<file path="config.mk">
export PLATFORM = sky130hd
export DESIGN_NAME = weight_fetch_ctrl
export DESIGN_NICKNAME = d
export VERILOG_FILES = /design/src/rtl/wfetch_pkg.sv /design/src/rtl/wfetch_rd_pipe.sv /design/src/rtl/weight_fetch_ctrl.sv
export SDC_FILE = /design/constraint.sdc
export NUM_CORES = 1
export LEC_CHECK = 0
export CORE_MARGIN = 1
export CORE_UTILIZATION = 53
export CTS_CLUSTER_SIZE = 28
export DETAILED_ROUTE_END_ITERATION = 10
export PLACE_DENSITY_LB_ADDON = 0.08
export SYNTH_ARGS = -nofsm -noshare
export SYNTH_HDL_FRONTEND = slang
export SYNTH_SLANG_ARGS = --single-unit
</file>
<file path="constraint.sdc">
create_clock -name clock -period 3.85 [get_ports clock]
set_clock_uncertainty 0.1 [all_clocks]
set_input_delay 1.155 -clock clock [delete_from_list [all_inputs] [get_ports clock]]
set_output_delay 1.155 -clock clock [all_outputs]
set_load 0.01 [all_outputs]
</file>
<file path="src/rtl/wfetch_pkg.sv">
// Shared types and constants for the weight fetch controller.
// The top-level optional loop feature is enabled with the WFETCH_LOOP_EN macro.
package wfetch_pkg;

  localparam int WTS_W_DEF = 17;
  localparam int LANES_DEF = 4;

  typedef enum logic [2:0] {
    S_IDLE,
    S_FETCH,
    S_DRAIN,
    S_PRESENT,
    S_WAIT_REQ,
    S_FIN
  } state_t;

  function automatic int packed_w(input int wts_w, input int lanes);
    return wts_w * lanes;
  endfunction

endpackage

</file>
<file path="src/rtl/wfetch_rd_pipe.sv">
// Delay line that tracks BRAM read enables so returning data can be captured
// exactly DEPTH cycles after the read was issued.
module wfetch_rd_pipe
  import wfetch_pkg::*;
#(
  parameter int DEPTH = 1
) (
  input  logic clock,
  input  logic reset,
  input  logic i_vld,
  output logic o_vld
);

  logic [DEPTH-1:0] r_sr;

  // NOTE: sequential state uses non-blocking assignments so every stage samples the pre-edge value.
  always_ff @(posedge clock) begin
    if (reset) begin
      r_sr <= '0;
    end else begin
      r_sr[0] <= i_vld;
      for (int i = 1; i < DEPTH; i++) begin
        r_sr[i] <= r_sr[i-1];
      end
    end
  end

  assign o_vld = r_sr[DEPTH-1];

endmodule

</file>
<file path="src/rtl/weight_fetch_ctrl.sv">
// Reads LANES weights per group from BRAM, packs them and presents each group with a load strobe.
// Define WFETCH_LOOP_EN to add the `loop` input that re-walks the group list until reset.
module weight_fetch_ctrl
  import wfetch_pkg::*;
#(
  parameter int WTS_W  = WTS_W_DEF,
  parameter int LANES  = LANES_DEF,
  parameter int ADDR_W = 12,
  parameter int GRP_W  = 10,
  parameter int RD_LAT = 1
) (
  input  logic                               clock,
  input  logic                               reset,
  input  logic                               start,
  input  logic [ADDR_W-1:0]                  base_addr,
  input  logic [GRP_W-1:0]                   num_groups,
  input  logic                               grp_req,
`ifdef WFETCH_LOOP_EN
  input  logic                               loop,
`endif
  output logic                               mem_rd_en,
  output logic [ADDR_W-1:0]                  mem_addr,
  input  logic [WTS_W-1:0]                   mem_rd_data,
  output logic [packed_w(WTS_W, LANES)-1:0]  wts_out,
  output logic                               wts_load,
  output logic                               busy,
  output logic                               done
);

  localparam int LANE_W = (LANES > 1) ? $clog2(LANES) : 1;
  localparam logic [LANE_W-1:0] LAST_LANE = LANE_W'(LANES - 1);

  state_t r_state;
  state_t w_next;

  logic [ADDR_W-1:0]             r_base;
  logic [ADDR_W-1:0]             r_addr;
  logic [GRP_W-1:0]              r_num;
  logic [GRP_W-1:0]              r_grp;
  logic [LANE_W-1:0]             r_lane;
  logic [LANE_W-1:0]             r_cap_idx;
  logic [LANES-1:0][WTS_W-1:0]   r_shadow;
  logic [LANES-1:0][WTS_W-1:0]   r_wts;
  logic [LANES-1:0][WTS_W-1:0]   w_merged;
  logic                          w_vld;
  logic                          w_cap_last;
  logic                          w_last_grp;
  logic                          w_loop;

`ifdef WFETCH_LOOP_EN
  logic r_loop;
  assign w_loop = r_loop;
`else
  assign w_loop = 1'b0;
`endif

  wfetch_rd_pipe #(.DEPTH(RD_LAT)) u_rd_pipe (
    .clock (clock),
    .reset (reset),
    .i_vld (mem_rd_en),
    .o_vld (w_vld)
  );

  assign w_cap_last = w_vld && (r_cap_idx == LAST_LANE);
  assign w_last_grp = (r_grp == r_num - GRP_W'(1));
  assign mem_addr   = mem_rd_en ? r_addr : '0;
  assign wts_out    = r_wts;

  // NOTE: every combinational output gets a default first so no path can infer a latch.
  always_comb begin
    w_merged            = r_shadow;
    w_merged[r_cap_idx] = mem_rd_data;
  end

  always_ff @(posedge clock) begin
    if (reset) r_state <= S_IDLE;
    else       r_state <= w_next;
  end

  always_comb begin
    w_next    = r_state;
    mem_rd_en = 1'b0;
    wts_load  = 1'b0;
    busy      = 1'b1;
    done      = 1'b0;
    case (r_state)
      S_IDLE: begin
        busy = 1'b0;
        if (start) w_next = (num_groups == '0) ? S_FIN : S_FETCH;
      end
      S_FETCH: begin
        mem_rd_en = 1'b1;
        if (r_lane == LAST_LANE) w_next = S_DRAIN;
      end
      S_DRAIN: begin
        if (w_cap_last) w_next = S_PRESENT;
      end
      S_PRESENT: begin
        wts_load = 1'b1;
        if (w_last_grp) begin
          done   = w_loop;
          w_next = w_loop ? S_WAIT_REQ : S_FIN;
        end else begin
          w_next = S_WAIT_REQ;
        end
      end
      S_WAIT_REQ: begin
        if (grp_req) w_next = S_FETCH;
      end
      S_FIN: begin
        done   = 1'b1;
        w_next = S_IDLE;
      end
      default: w_next = S_IDLE;
    endcase
  end

  // NOTE: the shadow and output pack registers are cleared on reset so an aborted run leaves no stale group.
  always_ff @(posedge clock) begin
    if (reset) begin
      r_base    <= '0;
      r_addr    <= '0;
      r_num     <= '0;
      r_grp     <= '0;
      r_lane    <= '0;
      r_cap_idx <= '0;
      r_shadow  <= '0;
      r_wts     <= '0;
`ifdef WFETCH_LOOP_EN
      r_loop    <= 1'b0;
`endif
    end else begin
      if (r_state == S_IDLE && start) begin
        r_base <= base_addr;
        r_addr <= base_addr;
        r_num  <= num_groups;
        r_grp  <= '0;
`ifdef WFETCH_LOOP_EN
        r_loop <= loop;
`endif
      end
      if (mem_rd_en) begin
        r_addr <= r_addr + ADDR_W'(1);
        r_lane <= (r_lane == LAST_LANE) ? '0 : r_lane + LANE_W'(1);
      end
      if (w_vld) begin
        r_shadow  <= w_merged;
        r_cap_idx <= w_cap_last ? '0 : r_cap_idx + LANE_W'(1);
      end
      if (w_cap_last) r_wts <= w_merged;
      // After the final group the counters rewind so a looping run restarts at group 0.
      if (wts_load) begin
        if (w_last_grp) begin
          r_grp  <= '0;
          r_addr <= r_base;
        end else begin
          r_grp  <= r_grp + GRP_W'(1);
        end
      end
    end
  end

endmodule
</file>
==> key figures, run 1 <==
Global routing
  – Total grt overflow: 0
  – Initial antenna violation count: 0
  – Largest net degree at the start of global routing: between 90 and 100
  – Total global-route track usage: 0.261
  – Global-route wire length before repair: around 30 mm
  – Vias in the first global route: 5969

Clock network
  – Clk pin slew, worst setup/hold paths: around 0.070 ns
  – CTS max path bufs: 2
  – CTS buffer count: 17
  – CTS sink cnt: between 150 and 200
  – Setup bufs post-CTS: 0
  – CTS tree: yes
  – Cts hold-fix bufs: 0
  – Post-CTS Resized: 0
  – H-tree depth: 4
  – Clock root buffer: clkbuf_16
  – Clock Latency Late Sink: ~0.43 ns

Power
  – Power share of the combinational group: 0.094
  – Reg power frac: 0.486
  – Sw Share: 0.256
  – Pleak: approximately 3.3 nW
  – Pwr per Cell Area: ~410 nW/um^2
  – Clock network power share: 0.420
  – NetSw: 0.974 mW
  – Peak supply drop: ~340 uV
  – Internal Power: approximately 2.8 mW

Timing
  – Pins Over Slew Limit: 0
  – Fin Setup TNS: 0 ns
  – Hold violation total from the final report: 0
  – Minimum clock period: ~3.5 ns
  – Worst-margin pin slew: between 1 and 1.5 ns
  – Final Setup Violations: 0
  – Fmax: between 0.2 and 0.3 GHz
  – RSZ-0062 raised after global routing: false
  – Crit share post-route: 0.919
  – Relative slew slack: 0.327
  – Worst Setup Slack, final: around 0.31 ns

Synthesis
  – Synthesized area: 7460 um^2
  – Sequential-to-total area share from yosys stat: 0.459
  – Area share of the largest cell type after synthesis: 0.459
  – Top cells by area, synth: dfxtp_1 46%, nand2_1 11%, mux2i_1 8.2%
  – Avg Cell Area, Syn: just over 8 um^2
  – Seq cells post-synth: 171
  – Top cells by count, synth: 210 x nand2_1, 171 x dfxtp_1, 108 x a21oi_1
  – Synth warnings: 0
  – Mapped Cells: about 910
  – Synthesized net count: about 960
  – Async SR Flop Fraction: 0
  – EDFF count, synth: 0
  – Most frequent cell after synthesis: nand2_1
  – Post-synth top area cell: dfxtp_1
  – Synth cell types: 53
  – Top_reg_cell synth: dfxtp_1

Worst setup path
  – CP arrival: 2.28 ns
  – Crit end category: output port
  – Critical path required time: ~2.6 ns
  – Critical path class: flop to output port
  – CP startpoint kind: flop
  – Crit Path Max Fanout: 20

Floorplanning
  – Starting Density: 0.553
  – Core area: 13500 um^2
  – Die height: 121 um
  – I/O pins: 127
  – FP Rows: 42
  – Die W: between 100 and 150 um
  – Die Footprint: 14600 um^2

Layout
  – Antenna fix cells: 0
  – Footprint of the multi-input gates: ~3700 um^2
  – Layout cells sized above 1: 0.0523
  – Layout Nets: 1051
  – Reg area: ~3400 um^2
  – # fillers: roughly 1100
  – P&R area growth vs syn: 24.7%

Flow run
  – Max-Cap Viols: 0

Routing
  – Total number of vias: roughly 6600
  – Post-route DRC: 0
  – Drt first pass iters: 7
  – Total wire length: 18.4 mm
  – Antenna-violating nets left: 0
  – DRT iter0 DRCs: between 500 and 600
  – Wire length per cell: between 15 and 20 um
  – Drt via density: 5.57

Run status
  – Status: complete, no violations

Placed design
  – GP Congestion: between 0.8 and 0.9
  – Port bufs: 126
  – Pre-CTS setup slack: 0.706 ns
  – Post-DP HPWL: around 12 mm

Hold path
  – Worst hold path type: flop to flop
==> placed cells by master (no fill, tap or decap), drive strengths merged, types with 3 or more instances in the layout <==
| master | Yosys | routed |
|---|---|---|
| buf | 13 | 11 |
| a211oi | 59 | 59 |
| nor4 | 5 | 5 |
| clkdlybuf4s50 | 0 | 125 |
| nand4 | 4 | 4 |
| clkinvlp | 0 | 4 |
| xor2 | 8 | 8 |
| nand2 | 210 | 210 |
| and2 | 16 | 16 |
| and3 | 5 | 5 |
| a21oi | 108 | 108 |
| a31oi | 4 | 4 |
| o21ai | 10 | 10 |
| nand2b | 6 | 6 |
| a311oi | 5 | 5 |
| inv | 14 | 18 |
| nor3 | 6 | 6 |
| mux2i | 61 | 61 |
| nand3 | 15 | 15 |
| xnor2 | 6 | 6 |
| ha | 8 | 8 |
| dfxtp | 171 | 171 |
| and3b | 3 | 3 |
| clkinv | 1 | 3 |
| clkbuf | 53 | 22 |
| o211ai | 4 | 4 |
| nor2 | 92 | 92 |
==> metrics by stage <==
| step | util | instances | hold WS (ns) | cell area (um^2) | total power, mW |
|---|---|---|---|---|---|
| 2_1_floorplan | - | 911 | 0.336 | 7460 | 2.10 |
| 3_3_place_gp | 0.649 | 1157 | 0.341 | 8760 | 2.24 |
| 3_5_place_dp | 0.649 | 1157 | 0.346 | 8760 | 2.24 |
| 4_1_cts | 0.689 | 1189 | 0.355 | 9310 | 3.83 |
| 5_1_grt | 0.689 | 1189 | 0.369 | 9310 | 3.95 |
| 6_report | 0.689 | 1189 | 0.352 | 9310 | 3.81 |
==> power groups by stage <==
stage                     Clock, mW  Sequential, mW  Combinational [mW]
after detailed placement          0            1.89               0.356
after CTS                      1.62            1.85               0.358
final                          1.60            1.85               0.359
after global routing           1.71            1.85               0.394
after global placement            0            1.89               0.353
after floorplan                   0            1.87               0.230
==> per-layer routing <==
metal,track usage,part of all wire,vias to the layer above
li1,-,-,3327
met1,0.344,0.47,3064
met2,0.419,0.46,195
met3,0.0571,0.053,32
met4,0.0910,0.020,0
met5,0,0,-
==> kinds of logic after synthesis <==
family / share of synthesized area
AO/OA/AOI/OAI: 0.171
XOR/XNOR: 0.0164
adder cells (fa/ha/maj): 0.0134
buffers and inverters: 0.0419
flip-flops: 0.459
multiplexers: 0.0863
AND/OR/NAND/NOR: 0.212
==> registers in the layout, summed over array words and instances (netlist names) <==
| register | cells |
|---|---|
| r_lane | 2 |
| u_rd_pipe.o_vld | 1 |
| wts_out | 68 |
| r_num | 10 |
| r_grp | 10 |
| r_cap_idx | 2 |
| r_shadow | 51 |
| r_addr | 12 |
| r_base | 12 |
| r_state | 3 |
==> final cells by class <==
type / count / share of cell area
clock buffer: 22 / 0.0499
clock inverter: 10 / 0.00887
inverter: 15 / 0.00605
multi-input combinational: 659 / 0.401
sequential: 171 / 0.368
tap: 176 / 0.0237
timing repair buffer: 136 / 0.143
==> critical path, cell delays in order (launching register included) <==
cell             delay [ns]
dfxtp_1                0.40
nor2_1                 0.13
nand2_1                0.07
inv_1                  0.44
and2_1                 0.25
clkdlybuf4s50_1        0.54
==> worst paths after layout <==
check	start	end	slack (ns)	depth (start not counted)
max reg2reg	r_num[0]	r_addr[8]	0.76	9
min	wts_out[65]	wts_out[65]	0.35	2
min reg2reg	wts_out[65]	wts_out[65]	0.35	2
max	r_state[2]	mem_addr[7]	0.31	5
Note: power is estimated with default switching activity, not from simulation.
==> run 2, diff against run 1 <==
PLACE_DENSITY_LB_ADDON = 0.05   (was 0.08)
==> run 2 against run 1 <==
Effect of this change: critical path depth unchanged; first-iteration DRC count decreased by 21%; highest routed layer unchanged; final cell count decreased by 0.25%; count of clock-buffer cells in the layout decreased by 2; final area increased by 0.55%; sequential cell count unchanged; power increased by 2.1%; fmax increased by 1.1%; combinational power about the same; largest cell class unchanged; core utilization increased by 0.38 points; die area unchanged.
==> key figures, run 2 (synthesis results as in run 1) <==
Timing
  – Final Setup Violations: 0 (unchanged)
  – RSZ-0062 raised after global routing: false
  – Worst Setup Slack, final: 0.353 ns (+0.0395 ns)
  – Worst-margin pin slew: 1.18 ns (+0.173 ns)
  – Fmax: 0.286 GHz (+1.1%)
  – Minimum clock period: 3.50 ns (-0.0395 ns)
  – Worst hold slack: 0.353 ns (+0.000276 ns)
  – Pins Over Slew Limit: 0 (unchanged)
  – Hold violation total from the final report: 0 (unchanged)
  – Relative slew slack: 0.217 (-0.111)
  – Crit share post-route: 0.908 (-0.0103)
  – Fin Setup TNS: 0 ns (unchanged)

Layout
  – P&R area growth vs syn: 25.4%
  – # fillers: 1117 (-2.7%)
  – Commonest non-fill, non-tap cell in the layout: nand2_1
  – Reg area: 3420 um^2 (unchanged)
  – Non-Filler Instances: 1186 (-0.25%)
  – Layout cells sized above 1: 0.0515 (-0.000835)
  – Most frequent cells in the layout: 210 x nand2_1, 171 x dfxtp_1, 125 x clkdlybuf4s50_1, 108 x a21oi_1, 92 x nor2_1
  – Largest register FFs: 68 (unchanged)
  – Final Cell Area: 9360 um^2 (+0.55%)
  – Footprint of the multi-input gates: 3730 um^2 (unchanged)
  – Layout Nets: 1051 (unchanged)
  – Antenna fix cells: 0 (unchanged)

Power
  – Power share of the combinational group: 0.093 (about the same)
  – Pwr per Cell Area: 415 nW/um^2 (+1.5%)
  – Peak supply drop: 367 uV (+6.4%)
  – Clock network power share: 0.431 (+0.011)
  – Sw Share: 0.240 (-0.0154)
  – Reg power frac: 0.476 (-0.010)
  – NetSw: 0.935 mW (-4.1%)
  – Pleak: 3.30 nW (+1.0%)
  – Internal Power: 2.95 mW (+4.2%)

Routing
  – DRT iter0 DRCs: 464 (-21%)
  – Drt first pass iters: 5 (-2)
  – Post-route DRC: 0 (unchanged)
  – Total number of vias: 6544 (-1.1%)
  – Drt via density: 5.52 (-0.87%)
  – Wire length per cell: 15.4 um (-0.30%)
  – Total wire length: 18.3 mm (-0.55%)
  – Antenna-violating nets left: 0 (unchanged)

Worst setup path
  – Critical path class: flop to output port
  – Crit end category: output port
  – CP arrival: 2.24 ns (-0.04 ns)
  – Critical path required time: 2.59 ns (about the same)
  – Worst R2R Start: r_num[0]
  – Reg-to-reg slack, setup: 0.78 ns (+0.02 ns)
  – Depth of the worst register-to-register path: 9 (unchanged)
  – Crit Path Max Fanout: 20 (unchanged)
  – CP startpoint kind: flop
  – Reg2reg end: r_addr[6]
  – CP Launch Point: r_state[2]

Flow run
  – Max-Cap Viols: 0 (unchanged)

Clock network
  – Setup bufs post-CTS: 0 (unchanged)
  – Post-CTS Resized: 0 (unchanged)
  – CTS max path bufs: 2 (unchanged)
  – CTS tree: yes
  – CTS sink cnt: 171 (unchanged)
  – Clk pin slew, worst setup/hold paths: 0.06 ns (about the same)
  – CTS buffer count: 17 (unchanged)
  – Clock root buffer: clkbuf_16
  – H-tree depth: 4 (unchanged)
  – Clock Latency Late Sink: 0.42 ns (about the same)
  – Cts hold-fix bufs: 0 (unchanged)

Hold path
  – Hold path cells: 2 (unchanged)
  – Min-delay src: wts_out[54]
  – Worst hold path type: flop to flop
  – Hold endpoint: wts_out[54]

Global routing
  – Initial antenna violation count: 0 (unchanged)
  – Largest net degree at the start of global routing: 120 (+26%)
  – Total global-route track usage: 0.256 (-0.00468)
  – Global-route wire length before repair: 29.6 mm (-1.4%)
  – Vias in the first global route: 5972 (+0.050%)
  – Total grt overflow: 0 (unchanged)

Floorplanning
  – Die Footprint: 14600 um^2 (unchanged)
  – Die W: 121 um (unchanged)
  – FP Rows: 42 (unchanged)
  – Core area: 13500 um^2 (unchanged)
  – Starting Density: 0.553 (unchanged)
  – Die height: 121 um (unchanged)
  – I/O pins: 127 (unchanged)

Placed design
  – Port bufs: 126 (unchanged)
  – Post-DP HPWL: 11.9 mm (-0.82%)
  – Placed Area: 8790 um^2 (+0.29%)
  – GP Congestion: 0.869 (+4.6%)
  – DP Cell Count: 1157 (unchanged)
  – Pre-CTS setup slack: 0.791 ns (+0.0851 ns)

Run status
  – Status: complete, no violations
-- run 2: cell count changes in the layout (fill, tap and decap cells not counted) --
cell        change
bufinv_16       +2
clkinv_4        +1
buf_12          +2
inv_6           -2
buf_4           -2
clkinvlp_4      -3
clkinv_2        +1
clkbuf_1        -2
-- run 2: cell type report --
cell class / count / area share
inverter: 15 / 0.00601
multi-input combinational: 659 / 0.398
timing repair buffer: 136 / 0.145
clock inverter: 9 / 0.0124
tap: 176 / 0.0235
clock buffer: 20 / 0.0488
sequential: 171 / 0.366
-- run 2: power by group through the flow --
stage | Combinational (mW) | Clock [mW] | Sequential [mW]
6_report | 0.361 | 1.67 | 1.85
3_3_place_gp | 0.357 | 0 | 1.89
2_1_floorplan | 0.230 | 0 | 1.87
3_5_place_dp | 0.359 | 0 | 1.89
5_1_grt | 0.397 | 1.78 | 1.86
4_1_cts | 0.362 | 1.70 | 1.85
-- run 2: worst max path at each step --
stage | to | slack (ns) | cells past startpoint
6_report | mem_addr[7] | 0.35 | 5
3_5_place_dp | r_addr[8] | 0.79 | 7
5_1_grt | mem_addr[6] | 0.18 | 6
4_1_cts | mem_addr[7] | 0.34 | 5
2_1_floorplan | mem_addr[0] | 1.10 | 6
3_3_place_gp | mem_addr[2] | 0.82 | 5
-- run 2: worst max-delay path, cell delays in order, from the launching register on --
cell,delay (ns)
dfxtp_1,0.39
nor2_1,0.13
nand2_1,0.08
inv_1,0.44
and2_1,0.25
clkdlybuf4s50_1,0.54
-- run 2: through the flow --
step	total power, mW	utilization
after global routing	4.03	0.693
final	3.89	0.693
after floorplan	2.10	-
after CTS	3.91	0.693
after global placement	2.24	0.651
after detailed placement	2.25	0.651
-- run 2: per-layer routing --
layer,routed length [um],up-vias,GRT usage,share of wire
li1,-,3306,-,-
met1,8480,3081,0.334,0.46
met2,8850,146,0.428,0.48
met3,870,11,0.0618,0.048
met4,106,0,0.0563,0.0058
met5,0,-,0,0
==> run 3, diff against run 2 <==
TNS_END_PERCENT = 100   (was default)
==> results of run 3 <==
No change in the layout: final DEF, timing and power equal those of run 2.
